$ cat config.mk
export PLATFORM = sky130hd
export DESIGN_NAME = sudoku_loader
export DESIGN_NICKNAME = d
export VERILOG_FILES = /design/src/rtl/sudoku_loader.sv
export SDC_FILE = /design/constraint.sdc
export NUM_CORES = 2
export LEC_CHECK = 0
export ABC_AREA = 1
export BUFFER_PORTS_ARGS = -buffer_cell sky130_fd_sc_hd__buf_2
export CAP_MARGIN = 20
export CORE_AREA = 3 3 287 289
export DETAILED_ROUTE_END_ITERATION = 12
export DIE_AREA = 0 0 290 292
export HOLD_SLACK_MARGIN = 0.08
export PLACE_DENSITY_LB_ADDON = 0.2
export SYNTH_ARGS = -nofsm -noshare
export SYNTH_HDL_FRONTEND = slang
export SYNTH_SLANG_ARGS = --single-unit
$ cat constraint.sdc
create_clock -name clk -period 9.05 [get_ports clk]
set_input_delay 0.4525 -clock clk [delete_from_list [all_inputs] [get_ports clk]]
set_output_delay 0.4525 -clock clk [all_outputs]
set_load 0.005 [all_outputs]
$ cat src/rtl/sudoku_loader.sv
// Loads an order-9 sudoku puzzle, one raster-ordered cell per transfer, into a one-hot 729-bit image.
// Optional given-cell counter and port enabled by defining SUDOKU_LOADER_GIVEN_COUNT_EN.
module sudoku_loader (
    input  logic         clk,
    input  logic         rst_n,
    input  logic         start,
    input  logic         cell_valid,
    input  logic [3:0]   cell_digit,
    output logic         cell_ready,
    output logic [728:0] puzzle_reg_bin,
    output logic         load_busy,
    output logic         load_done,
    output logic         load_err
`ifdef SUDOKU_LOADER_GIVEN_COUNT_EN
    ,
    output logic [6:0]   given_count
`endif
);

    typedef enum logic [1:0] {
        IDLE = 2'd0,
        LOAD = 2'd1,
        DONE = 2'd2
    } state_t;

    state_t      state;
    state_t      next_state;
    logic [6:0]  idx;
    logic [9:0]  base;
    logic [8:0]  onehot;
    logic        xfer;
    logic        legal_given;
    logic        illegal;
`ifdef SUDOKU_LOADER_GIVEN_COUNT_EN
    logic [6:0]  count;
    assign given_count = count;
`endif

    assign cell_ready  = (state == LOAD);
    assign load_busy   = (state == LOAD);
    assign xfer        = cell_valid && cell_ready;
    assign legal_given = (cell_digit >= 4'd1) && (cell_digit <= 4'd9);
    assign illegal     = (cell_digit >= 4'd10);
    assign base        = {3'b000, idx} * 10'd9;

    // Empty and illegal digits both produce an all-zero field.
    always_comb begin
        onehot = 9'd0;
        if (legal_given)
            onehot = 9'd1 << (cell_digit - 4'd1);
    end

    always_ff @(posedge clk) begin
        if (!rst_n)
            state <= IDLE;
        else
            state <= next_state;
    end

    always_comb begin
        next_state = state;
        case (state)
            IDLE:    if (start) next_state = LOAD;
            LOAD:    if (xfer && (idx == 7'd80)) next_state = DONE;
            DONE:    next_state = IDLE;
            default: next_state = IDLE;
        endcase
    end

    // load_done mirrors the DONE state but comes straight from a flop.
    always_ff @(posedge clk) begin
        if (!rst_n) begin
            idx            <= 7'd0;
            puzzle_reg_bin <= '0;
            load_err       <= 1'b0;
            load_done      <= 1'b0;
`ifdef SUDOKU_LOADER_GIVEN_COUNT_EN
            count          <= 7'd0;
`endif
        end else begin
            load_done <= 1'b0;
            if ((state == IDLE) && start) begin
                idx            <= 7'd0;
                puzzle_reg_bin <= '0;
                load_err       <= 1'b0;
`ifdef SUDOKU_LOADER_GIVEN_COUNT_EN
                count          <= 7'd0;
`endif
            end else if (xfer) begin
                puzzle_reg_bin[base +: 9] <= onehot;
                if (illegal)
                    load_err <= 1'b1;
`ifdef SUDOKU_LOADER_GIVEN_COUNT_EN
                if (legal_given)
                    count <= count + 7'd1;
`endif
                if (idx == 7'd80)
                    load_done <= 1'b1;
                else
                    idx <= idx + 7'd1;
            end
        end
    end

endmodule
# Word-level counts from Yosys, hierarchy flattened

Index checks and enable logic that the tools add are counted.

Bits in read-only memories: 0
Input bits: 8
Bits in latches: 0
Output and inout bits: 733
Memories: 0
Word-level logic and storage cells: 38
Register bits after elaboration: 740
RAM bits: 0

Equal/unequal tests: 4
Add/sub/neg operators: 3
$lt $le $gt $ge: 3
Bitwise gates (word level): 3
Reductions and logical operators: 10
$mul: 1
Shift-type cells: 3
Multiplexer cells: 6
Div/mod/pow operators: 0

Operator list:

| operator                                                                            | number |
|---|---|
| 729-bit bitwise mux                                                                 | 1 |
| 9-bit by 12-bit variable shift with 729-bit output, first input constant            | 1 |
| 9-bit by 12-bit variable part select with 729-bit output                            | 1 |
| 10-bit negator with 12-bit output                                                   | 1 |
| 7-bit by 4-bit multiplier with 10-bit output, second input constant                 | 1 |
| 9-bit two-way mux                                                                   | 1 |
| 1-bit by 4-bit left shift with 9-bit output, first input constant                   | 1 |
| 7-bit by 1-bit adder with 7-bit output, second input constant                       | 1 |
| 7-bit equality test, second input constant                                          | 1 |
| 2-bit AND reduction                                                                 | 3 |
| 4-bit by 1-bit greater-or-equal comparator with 1-bit output, second input constant | 1 |
| 4-bit greater-or-equal comparator, second input constant                            | 1 |
| 4-bit less-or-equal comparator, second input constant                               | 1 |
| 1-bit logical AND                                                                   | 4 |
| 2-bit two-way mux                                                                   | 2 |
| 2-bit one-hot mux with 2 select lines                                               | 1 |
| 4-bit by 1-bit subtractor with 4-bit output, second input constant                  | 1 |
| 1-bit inverter                                                                      | 3 |
| 3-bit OR reduction                                                                  | 1 |
| 2-bit by 1-bit equality test with 1-bit output, second input constant               | 1 |
| 2-bit logical NOT                                                                   | 1 |
| 2-bit by 1-bit != test with 1-bit output, second input constant                     | 1 |
| 2-bit != test, second input constant                                                | 1 |
| 2-bit OR reduction                                                                  | 1 |
| 1-bit two-way mux                                                                   | 1 |

# Logic depth before layout (Yosys ltp)

Depth after elaboration: 5
Gate-level depth with buffers: 23
Gate-level depth less buffers: 22

# Worst setup path after synthesis

OpenSTA, ideal clock, no wires.

Path kind: register -> register
Start point: reg idx[1]
End point: reg puzzle_reg_bin[285]
Library setup time: 0.120 ns
Cell stages (with the launch flop): 18
Required time: 8.930 ns
Buffers on the path: 0
Arrival: 3.112 ns
Setup slack: 5.818 ns
Period minus slack after synthesis: 3.232 ns
Cells stage by stage: dfxtp_1 -> ha_1 -> ha_1 -> fa_1 -> xnor2_1 -> nand3_1 -> nor2_2 -> nand3_2 -> nand2_1 -> o21ai_0 -> o21ai_1 -> nor2_1 -> nand2_1 -> inv_1 -> nand2_1 -> nor2_1 -> o21ai_0 -> a21oi_1

Longest elaborated chain between the ends: 4
Elaborated cells between the ends (all ways): 5
Classes of those cells: 1 x add/sub; 1 x mul; 2 x shift; 1 x mux

Ends and longest elaborated chain:

| item                                                                                                                           | RTL line | RTL |
|---|---|---|
| start: declaration                                                                                                             | 28       | `logic [6:0] idx;` |
| start signal: assignment                                                                                                       | 100      | `idx <= idx + 7'd1;` |
| 7-bit by 4-bit multiplier with 10-bit output (*)                                                                               | 44       | `assign base = {3'b000, idx} * 10'd9;` |
| 10-bit negator with 12-bit output (*)                                                                                          | 90       | `puzzle_reg_bin[base +: 9] <= onehot;` |
| 9-bit by 12-bit variable part select with 729-bit output or 9-bit by 12-bit variable shift with 729-bit output (tied branches) | 90       |  |
| 729-bit bitwise mux (*)                                                                                                        | 90       |  |
| end signal: indexed assignment                                                                                                 | 90       |  |
| end: declaration                                                                                                               | 10       | `output logic [728:0] puzzle_reg_bin,` |

Every way passes the cells marked *; elsewhere a longest branch is shown, timed or not.
A chain may end at the register's enable or synchronous reset.

# Worst setup path in the final report

Start point: reg idx[0]
End point: reg puzzle_reg_bin[471]

Same word-level chain as after synthesis.

==> out/metrics.yaml <==
outcome:
  status: "finished clean"
detailed_routing:
  vias: 35842
  firstDrtPassIters: 6
  viasPerCell: 5.56
  drc: 0
  drtAntennaViolNets: 0
  drtIter0Drc: 3920
  wl_per_cell_um: 23.7
  postRouteWirelength_mm: 153
power:
  p_sw_mw: 2.10
  total_power_mw: 7.48
  p_int_mw: 5.37
  p_seq_share_pct: 43.6
  combPwrFrac_pct: 9.9
  peakVddDrop_mv: 0.117
  powerDensity_nw_per_um2: 188
  p_leak_nw: 17.4
  swShare_pct: 28.1
  clock_power_share_pct: 46.4
logic_synthesis:
  ys_async_sr_fraction_pct: 0
  syn_nets: 4740
  synth_top_family_by_area: "compound AO/OA/AOI/OAI gates"
  avgSynthCellArea_um2: 6.93
  syn_area_um2: 32700
  ys_warn_count: 0
  ys.flop_type: "dfxtp_1"
  synth_fa_ha_area_share_pct: 0.443
  synth.distinct_cells: 47
  synth_compound_area_share_pct: 24.5
  muxShareOfSynthArea_pct: 0
  ys_seq_area_share_pct: 45.3
  synth-edff-count: 0
  synth_cells: 4721
  ys_ff_latch: 740
  synthSimpleGateAreaFrac_pct: 21.7
  synth_xor_area_share_pct: 0.0535
worst_setup_path:
  cp-start-kind: "flop"
  worst_r2r_startpoint: "idx[0]$_SDFFE_PP0P_"
  crit_buf_inv: 4
  cpMaxStageDelayCell: "nand2_2"
  cp_max_fo: 77
  crit_required_ns: 9.56
  ff2ff_setup_slack_ns: 2.33
  cp.depth: 19
  critPathArrivalTime_ns: 7.23
  crit_end: "puzzle_reg_bin[471]$_SDFFE_PP0P_"
  critPathKind: "flop to flop"
  crit_chain: "ha_1, ha_1, fa_1, xnor2_1, nand3_1, nor2_2, nand3_2, nand2_2, nor2_4, nand2_4, nor2_4, buf_4, inv_6, nor2_8, inv_2, buf_4, nor3_1, o21ai_0, a21oi_1"
  critPathCaptureType: "flop"
  cp-startpoint: "idx[0]$_SDFFE_PP0P_"
  r2r_end: "puzzle_reg_bin[471]$_SDFFE_PP0P_"
  cpPeakStageDelay_ns: 0.65
  critical_path.top_delay_family: "simple AND/OR/NAND/NOR gates"
  r2r_cells: 19
finish:
  drive_gt1_share_pct: 18.2
  area_delta_synth_final_pct: 21.7
  layout.nets: 5347
  layout_commonest_cell: "a21oi_1"
  nFillCells: 8240
  layout_common_cells: "753 x a21oi_1, 749 x nor2_1, 740 x dfxtp_1, 740 x buf_2, 713 x o21ai_0"
  antenna_cells: 0
  fin_area_um2: 39800
sta:
  period_minus_slack_ns: 6.72
  slew_headroom_pct: 14.2
  tns_ns: 0
  hold_ws_ns: 0.124
  hold_viol: 0
  final-setup-viol-count: 0
  fin_crit_sh_pct: 74.3
  rsz0062_at_grt: "no"
  worst_pin_slew_ns: 1.27
  clock_skew_ns: 0.0277
  fmax_ghz: 0.149
  report.final.slew_viol_count: 0
hold_path:
  hp-start: "rst_n"
  hold_class: "input port to flop"
global_route:
  grt_pass1_wl_mm: 222
  grt-ovfl-total: 0
  grt_pass1_vias: 33046
  antenna_found_initial: 1
  grt_max_degree: 223
  grtUsageTotal_pct: 34.2
floorplanning:
  die_y_um: 292
  coreArea_um2: 80200
  chipWidth_um: 290
  initial_core_util_pct: 40.8
  ios: 741
  die_area_um2: 84700
  rows: 104
placement:
  routabilityCongestion: 0.969
  dpl_cell_area_um2: 37000
  port_buffers: 740
  place.detailed.hpwl_mm: 108
clock_tree:
  cts.sinks: 740
  insertion_delay_ns: 0.65
  cts.path.max_buffers: 3
  cts_buffers: 82
  root_buffer: "clkbuf_16"
  postCtsHoldBufs: 0
  clk_pin_slew_ns: 0.07
  post_cts_buffers: 0
  cts_max_level: 3
  cts_tree: "done"
  cts_resized: 0
run:
  cap_violations: 0
-- cell families (layout without fill, tap and decap cells) --
group | count (synthesis) | after routing
and+or+nand+nor | 1733 | 1733
xor gates and xnor gates | 2 | 2
adders and majority gates | 11 | 11
buffers and inverters | 660 | 1327
AOI/OAI and AO/OA | 1575 | 1575
DFF | 740 | 740
-- worst register-to-register path, stage by stage (launching register included) --
cell     delay, ns
dfxtp_1       0.51
ha_1          0.30
ha_1          0.25
fa_1          0.48
xnor2_1       0.21
nand3_1       0.13
nor2_2        0.18
nand3_2       0.57
nand2_2       0.66
nor2_4        0.12
nand2_4       0.46
nor2_4        0.03
buf_4         0.31
inv_6         0.66
nor2_8        0.25
inv_2         0.49
buf_4         0.56
nor3_1        0.18
o21ai_0       0.20
a21oi_1       0.07
-- synthesized netlist by cell type (17+ instances only) --
library cell	number	area, um2
inv_2	17	63.8
nor2_1	753	2830
a21oi_1	753	3770
o22ai_1	25	156
inv_1	377	1420
o21ai_0	715	3580
o21ai_1	50	250
nand3_1	172	861
dfxtp_1	740	14800
buf_1	29	109
nand2_1	658	2470
clkbuf_1	137	514
nor3_1	55	275
nand4_1	44	275
buf_2	84	420
-- power by group through the flow --
| stage | clock (mW) | sequential [mW] | combinational [mW] |
|---|---|---|---|
| after floorplan | 0 | 3.33 | 0.418 |
| after global routing | 3.64 | 3.26 | 0.776 |
| after CTS | 3.50 | 3.26 | 0.721 |
| final | 3.47 | 3.26 | 0.744 |
| after detailed placement | 0 | 3.33 | 0.720 |
| after global placement | 0 | 3.33 | 0.724 |
-- metal layers --
layer / global-route usage (%) / part of all wire (%)
met5: 0 / 0
met4: 17.9 / 5.6
met3: 8.32 / 9.7
met2: 52.8 / 44
met1: 44.4 / 41
-- state kept, by name, indices dropped and copies added, names as in the netlist --
name and flops:
state 2, load_done 1, idx 7, puzzle_reg_bin 729, load_err 1
-- worst min path at each step --
| stage | to | slack (ns) | cells past startpoint |
|---|---|---|---|
| floorplan | puzzle_reg_bin[513]$_SDFFE_PP0P_ | 0.46 | 2 |
| global placement | load_err$_SDFFE_PP0P_ | 0.45 | 2 |
| detailed placement | load_err$_SDFFE_PP0P_ | 0.46 | 2 |
| CTS | state[0]$_SDFFE_PN0P_ | 0.09 | 3 |
| global route | state[0]$_SDFFE_PN0P_ | 0.14 | 3 |
| finish | state[0]$_SDFFE_PN0P_ | 0.12 | 3 |
-- metrics by stage --
stage / setup WS [ns] / util (%) / instances
5_1_grt: 1.89 / 49.7 / 6448
3_3_place_gp: 2.57 / 46.2 / 6303
6_report: 2.33 / 49.7 / 6448
3_5_place_dp: 2.46 / 46.2 / 6303
4_1_cts: 2.45 / 49.6 / 6447
2_1_floorplan: 5.82 / - / 4721
-- final cells by class --
cell class                 instances  area [um2]  share of cell area [%]
clock inverter                    25         394                   0.990
timing repair buffer             786        4090                    10.3
clock buffer                     119        2350                    5.90
multi-input combinational       3321       15300                    38.5
inverter                         397        1520                    3.81
tap                             1060        1330                    3.33
sequential                       740       14800                    37.2
Note: power is estimated with default switching activity, not from simulation.
